$ cat config.mk
export PLATFORM = sky130hd
export DESIGN_NAME = logic_alu_pipe
export DESIGN_NICKNAME = d
export VERILOG_FILES = /design/src/rtl/logic_alu_pipe.sv
export SDC_FILE = /design/constraint.sdc
export NUM_CORES = 1
export LEC_CHECK = 0
export ABC_CLOCK_PERIOD_IN_PS = 1700
export CAP_MARGIN = 20
export CORE_AREA = 5 5 71 73
export CTS_CLUSTER_SIZE = 30
export DETAILED_ROUTE_END_ITERATION = 6
export DIE_AREA = 0 0 76 78
export GPL_TIMING_DRIVEN = 0
export PLACE_DENSITY = 0.67
export SETUP_SLACK_MARGIN = 0.4
export SLEW_MARGIN = 20
export SYNTH_ARGS = -nofsm -noshare
export SYNTH_HDL_FRONTEND = slang
export SYNTH_SLANG_ARGS = --single-unit
$ cat constraint.sdc
create_clock -name clk -period 1.7 [get_ports clk]
set_input_delay 0.34 -clock clk [delete_from_list [all_inputs] [get_ports clk]]
set_output_delay 0.34 -clock clk [all_outputs]
set_load 0.02 [all_outputs]
$ cat src/rtl/logic_alu_pipe.sv
// Bitwise logic unit: eight logic ops, accumulator operand mode, zero/parity flags.
// Latency: 2 cycles from the accept edge to OUT_VALID; 1 result/cycle when OUT_READY stays high.
// Backpressure: stages advance only when the stage ahead is empty or draining; 2 results held, then IN_READY=0.
module logic_alu_pipe #(
  parameter int WIDTH = 6
) (
  input  logic             clk,
  input  logic             rst,
  input  logic [WIDTH-1:0] A,
  input  logic [WIDTH-1:0] B,
  input  logic [2:0]       OP,
  input  logic             ACC_EN,
  input  logic             ACC_CLR,
  input  logic             IN_VALID,
  output logic             IN_READY,
  output logic [WIDTH-1:0] X,
  output logic             Z,
  output logic             P,
  output logic             OUT_VALID,
  input  logic             OUT_READY
);

  // Op encodings
  localparam logic [2:0] OP_AND  = 3'b000;
  localparam logic [2:0] OP_OR   = 3'b001;
  localparam logic [2:0] OP_XOR  = 3'b010;
  localparam logic [2:0] OP_NAND = 3'b011;
  localparam logic [2:0] OP_NOR  = 3'b100;
  localparam logic [2:0] OP_XNOR = 3'b101;
  localparam logic [2:0] OP_NOTA = 3'b110;
  localparam logic [2:0] OP_PASS = 3'b111;

  // Pipeline state: stage 1 result, accumulator, stage valids
  logic             s1_valid;
  logic [WIDTH-1:0] s1_res;
  logic             s2_valid;
  logic [WIDTH-1:0] acc;

  // Combinational control and datapath
  logic             adv1;
  logic             adv2;
  logic             accept;
  logic [WIDTH-1:0] eff_a;
  logic [WIDTH-1:0] res;

  // Advance chain: a stage may load when it is empty or the stage after it moves on.
  // OUT_READY reaches IN_READY combinationally so a full pipe still streams.
  always_comb begin
    adv2   = !s2_valid || OUT_READY;
    adv1   = !s1_valid || adv2;
    accept = IN_VALID && adv1;
  end

  assign IN_READY  = adv1;
  assign OUT_VALID = s2_valid;

  // Operand select and logic op; acc is the previous accepted result, so
  // back-to-back accumulate ops chain without a bubble.
  always_comb begin
    eff_a = ACC_EN ? acc : A;
    res   = '0;
    case (OP)
      OP_AND:  res = eff_a & B;
      OP_OR:   res = eff_a | B;
      OP_XOR:  res = eff_a ^ B;
      OP_NAND: res = ~(eff_a & B);
      OP_NOR:  res = ~(eff_a | B);
      OP_XNOR: res = ~(eff_a ^ B);
      OP_NOTA: res = ~eff_a;
      OP_PASS: res = eff_a;
      default: res = '0;
    endcase
  end

  // Stage 1: capture the op result on accept; drop to empty when advancing without an accept.
  always_ff @(posedge clk or posedge rst) begin
    if (rst) begin
      s1_valid <= 1'b0;
      s1_res   <= '0;
    end else if (adv1) begin
      s1_valid <= accept;
      if (accept) begin
        s1_res <= res;
      end
    end
  end

  // Accumulator: follows every accepted result; a clear in the same cycle wins,
  // while the accepted op itself has already used the pre-clear value.
  always_ff @(posedge clk or posedge rst) begin
    if (rst) begin
      acc <= '0;
    end else if (ACC_CLR) begin
      acc <= '0;
    end else if (accept) begin
      acc <= res;
    end
  end

  // Stage 2: output register with flags; frozen while a result waits for OUT_READY.
  always_ff @(posedge clk or posedge rst) begin
    if (rst) begin
      s2_valid <= 1'b0;
      X        <= '0;
      Z        <= 1'b0;
      P        <= 1'b0;
    end else if (adv2) begin
      s2_valid <= s1_valid;
      X        <= s1_res;
      Z        <= (s1_res == '0);
      P        <= ^s1_res;
    end
  end

endmodule

Word level (Yosys, flattened, before mapping)

Cells that the tools add are included.

Reductions and logical operators: 10
Equal/unequal tests: 7
Multiplexer cells: 4
Bitwise operators: 7

Operators by type and width:

| kind                                          | count |
|---|---|
| case mux 6 bit (8 select lines)               | 1 |
| inverter 6 bit                                | 4 |
| 2-to-1 mux 6 bit                              | 3 |
| == test 3 bit, second input constant          | 4 |
| bitwise AND 6 bit                             | 1 |
| == test 3 x 2 -> 1 bit, second input constant | 2 |
| logical NOT 6 bit                             | 1 |
| OR 6 bit                                      | 1 |
| parity 6 bit                                  | 1 |
| bitwise XOR 6 bit                             | 1 |
| == test 3 x 1 -> 1 bit, second input constant | 1 |
| logical NOT 3 bit                             | 1 |
| logical NOT 1 bit                             | 2 |
| logical OR 1 bit                              | 2 |
| AND reduction 2 bit                           | 1 |
| nonzero test 2 bit                            | 1 |
| logical AND 1 bit                             | 1 |

Flip-flop bits (word level): 22
Output and inout port bits: 10
Input bits: 21
Word-level logic and storage cells: 35

Longest topological paths before layout

Word-level depth: 6
Gate-level depth with buffers: 8
Depth with buffers taken out: 7

Worst setup path after synthesis

Ideal clock, no wire load.

Path kind: input to register
Start: input ACC_EN
End: register s1_res[3]
Stages on the path: 8
Setup slack: -293 ps
Buffers on the path: 1
Setup time: 131 ps
Data arrival time: 1,862 ps
Path through: buf_2 mux2i_1 inv_1 ha_1 or4_1 and3_1 a22oi_1 o21ai_1

Longest elaborated chain between the ends: 4
Elaborated cells between the ends (all ways): 9
Those cells by class: mux: 2; bitwise: 7

Ends and longest elaborated chain:

| what                                            | line       | source |
|---|---|---|
| from (decl)                                     | 12         | `input logic ACC_EN,` |
| 2-to-1 mux 6 bit *                              | 60         | `eff_a = ACC_EN ? acc : A;` |
| bitwise XOR 6 bit, or another cell as far along | 65, 68     |  |
| inverter 6 bit, on equally long branches        | 68, 66, 67 |  |
| case mux 6 bit (8 select lines) *               | 62         | `case (OP)` |
| to (signal assigned)                            | 83         | `s1_res <= res;` |
| to (decl)                                       | 35         | `logic [WIDTH-1:0] s1_res;` |

Every way passes the cells marked *; elsewhere a longest branch is shown, timed or not.
A chain may end at the register's enable or synchronous reset.

Worst setup path in the final report

Start: register acc[2]
End: register s1_res[2]

Longest elaborated chain between the ends: 4
Elaborated cells between the ends (all ways): 9
Those cells by class: mux: 2; bitwise: 7

Ends and longest elaborated chain:

| what                                            | line       | source |
|---|---|---|
| from (decl)                                     | 37         | `logic [WIDTH-1:0] acc;` |
| from (signal assigned)                          | 96         | `acc <= res;` |
| 2-to-1 mux 6 bit *                              | 60         |  |
| bitwise XOR 6 bit, or another cell as far along | 65, 68     |  |
| inverter 6 bit, on equally long branches        | 68, 66, 67 |  |
| case mux 6 bit (8 select lines) *               | 62         |  |

Marked as above.

==> results by group <==
Timing
  • Min Clock Period, post-route: 1.77 ns
  • Final setup violation count: 10
  • RSZ-0062 raised after global routing: yes
  • Final Cycle Share: 104%
  • Max_slew headroom: 45.0%
  • Tightest Pin Transition: 0.824 ns
  • Skew final: 0.00404 ns
  • Hold Vio Cnt, Final: 0
  • Max Clock Freq: 566 MHz
  • Slew Viols, Final: 0
  • Final WS setup: -0.0673 ns

Layout
  • Area Growth Syn to Fin: 56.8%
  • Share of layout cells above drive strength 1: 42.7%
  • Diodes inserted: 0
  • Nets: 284
  • Final Util: 60.5%

CTS
  • H-Tree Depth: 1
  • Clock sink count: 22
  • Reg clk slew, reported paths: 0.08 ns
  • CTS Buf Count: 3
  • Skew-Pair Late Insertion Delay: 0.25 ns
  • Cell at the root of the clock tree: clkbuf_8
  • CTS tree: built
  • Clk buf depth: 2

Placed design
  • Port bufs: 29
  • Placer Congestion: 0.872
  • DPL Wire Length: 3.07 mm
  • DP Worst Slack: -0.655 ns

Routing
  • WL final: 4.47 mm
  • Max Used Layer: met4
  • Vias per inst: 5.36
  • DRT iter0 DRCs: 114
  • Number of remaining DRC errors: 0
  • WL met1: 1.94 mm
  • Met3 WL: 198 µm
  • First-pass detailed-route iteration total: 4
  • Total number of vias: 1596
  • DR WL/cell: 15.0 µm
  • Final ANT Viol Nets: 0
  • Metal2 WL: 2.31 mm

Global routing
  • First-pass GRT wire length: 7.38 mm
  • Largest net degree at the start of global routing: 23
  • Vias in the first global route: 1562
  • Gr ovfl total: 0
  • GR Util All Layers: 14.9%
  • Antenna violations before repair: 0

Worst setup path
  • Worst path required time: 1.84 ns
  • Worst Setup SP: acc[2]
  • Type of origin of the critical path: flop
  • CP endpoint: s1_res[2]
  • Reg2Reg Launch Point: acc[2]
  • CP Max Fanout: 3
  • Worst EP arrival: 1.91 ns
  • R2R depth: 7
  • R2r endpoint: s1_res[2]
  • Worst Path Class, Setup: reg -> reg
  • Flop2flop setup slack: -0.07 ns
  • Setup crit end kind: flop

Power and ir drop
  • Power per cell area: 717 nW/µm²
  • Pleak: 1.20 nW
  • Maximum vdd drop: 292 µV

Outcome
  • Failing checks: setup timing
  • Outcome: complete, but fails checks

Synth
  • Synth Flop Type: dfrtp_1
  • Syn Nets: 216
  • Sequential area share after synthesis: 33.2%
  • Synth Instances: 180
  • Distinct cells, synth: 34
  • Yosys warns: 0
  • Avg Inst Size Synth: 9.21 µm²
  • Synth Register Bits: 22
  • Fraction of registers with async set or reset after synthesis: 100%
  • Synth area leaders: dfrtp_1 33%, ha_1 11%, mux2i_1 7.2%
  • Top cell type's share of synthesized area: 33.2%
  • EDFF count, synth: 0
  • Mapped Area: 1660 µm²
  • Post-synth top area cell: dfrtp_1

Die
  • Core Footprint: 4290 µm²
  • Die height: 78 µm
  • I/O pin cnt: 31
  • Cell Rows: 24
  • Initial core utilization: 38.6%
  • Die area: 5930 µm²
  • Die outline width: 76 µm

Flow run
  • Max-Cap Viols: 0

Hold path
  • Hold Crit Class: in -> reg
==> through the flow <==
step	instances	hold WS [ns]	cell area, µm²	setup TNS, ns	total power [mW]
finish	298	0.408	2600	-0.320	1.86
global route	298	0.423	2600	-1.20	1.99
CTS	289	0.482	2480	-0.224	1.79
detailed placement	261	0.467	2110	-7.01	1.39
global placement	261	0.443	2110	-6.69	1.37
floorplan	180	0.329	1760	-1.44	1.14
==> final cells by class <==
type,count,area (µm²)
Sequential cell,22,551
Tap cell,52,65.1
Multi-Input combinational cell,122,1210
Buffer,9,96.3
Timing Repair Buffer,63,534
Clock buffer,3,41.3
Inverter,27,101
Fill cell,392,1690
==> worst max-delay path: stages (launching register included) <==
cell and delay (ns):
dfrtp_1 0.42, mux2i_4 0.19, inv_1 0.07, ha_2 0.18, or4_4 0.42, and3_4 0.19, a22oi_2 0.10, o21ai_1 0.08
==> power breakdown <==
part / internal (mW) / total (mW) / leakage, nW / switching (mW)
Combinational: 0.451 / 0.881 / 0.903 / 0.430
Sequential: 0.613 / 0.669 / 0.278 / 0.0557
Clock: 0.158 / 0.314 / 0.0216 / 0.156
Total: 1.22 / 1.86 / 1.20 / 0.642
==> cell usage after synthesis (2+ instances only) <==
| cell | count |
|---|---|
| ha_1 | 15 |
| o21ai_1 | 5 |
| and3_4 | 4 |
| or4_4 | 4 |
| a222oi_1 | 6 |
| o22ai_1 | 12 |
| a211oi_1 | 6 |
| a21oi_1 | 12 |
| nand3_1 | 6 |
| inv_1 | 27 |
| a22oi_2 | 4 |
| buf_2 | 5 |
| nand2b_1 | 4 |
| nand2_1 | 9 |
| dfrtp_1 | 22 |
| mux2i_1 | 12 |
| clkbuf_1 | 2 |
| a22oi_1 | 2 |
| o21ai_0 | 8 |
==> logic make-up after synthesis <==
family | Yosys count | synth area share (%)
AO/OA/AOI/OAI | 56 | 22.8
AND/OR/NAND/NOR | 37 | 15.2
buffers and inverters | 36 | 9.21
flip-flops | 22 | 33.2
adder cells (fa/ha/maj) | 15 | 11.3
multiplexers | 12 | 7.25
XOR/XNOR | 2 | 1.06
==> state kept, by name, summed over array words and instances (netlist names) <==
name	flops
P	1
s1_valid	1
Z	1
s1_res	6
X	6
OUT_VALID	1
acc	6
==> metal layers <==
| layer | vias up | GRT usage (%) |
|---|---|---|
| met1 | 762 | 18.5 |
| met5 | - | 0 |
| met3 | 2 | 2.66 |
| li1 | 795 | - |
| met4 | 0 | 3.91 |
| met2 | 37 | 26.4 |
==> layout by cell type (no fill, tap or decap), types with 7 or more instances in the layout <==
cell type and n:
buf_4 32, clkdlybuf4s50_1 8, dfrtp_1 22, o22ai_1 10
inv_1 24, ha_1 7, nand2_1 9, buf_6 8
clkdlybuf4s15_1 7, o21ai_0 7, dlygate4sd2_1 8, a21oi_1 7
==> worst min path at each step <==
| stage | startpoint | endpoint | slack [ns] | cells after the start |
|---|---|---|---|---|
| 2_1_floorplan | rst | OUT_VALID | 0.33 | 1 |
| 3_3_place_gp | s1_valid | OUT_VALID | 0.44 | 1 |
| 3_5_place_dp | s1_valid | OUT_VALID | 0.47 | 1 |
| 4_1_cts | Z | Z | 0.48 | 2 |
| 5_1_grt | OUT_READY | OUT_VALID | 0.42 | 3 |
| 6_report | OUT_READY | OUT_VALID | 0.41 | 3 |
==> timing repair <==
item                       in CTS  in global routing
setup endpoints to repair      31                 20
resized for setup              65                 30
pin swaps                      16                 12
setup buffers                  25                  8
gates cloned                    0                  1
hold buffers                    0                  0
No activity file was read; power rests on OpenSTA's default activity.
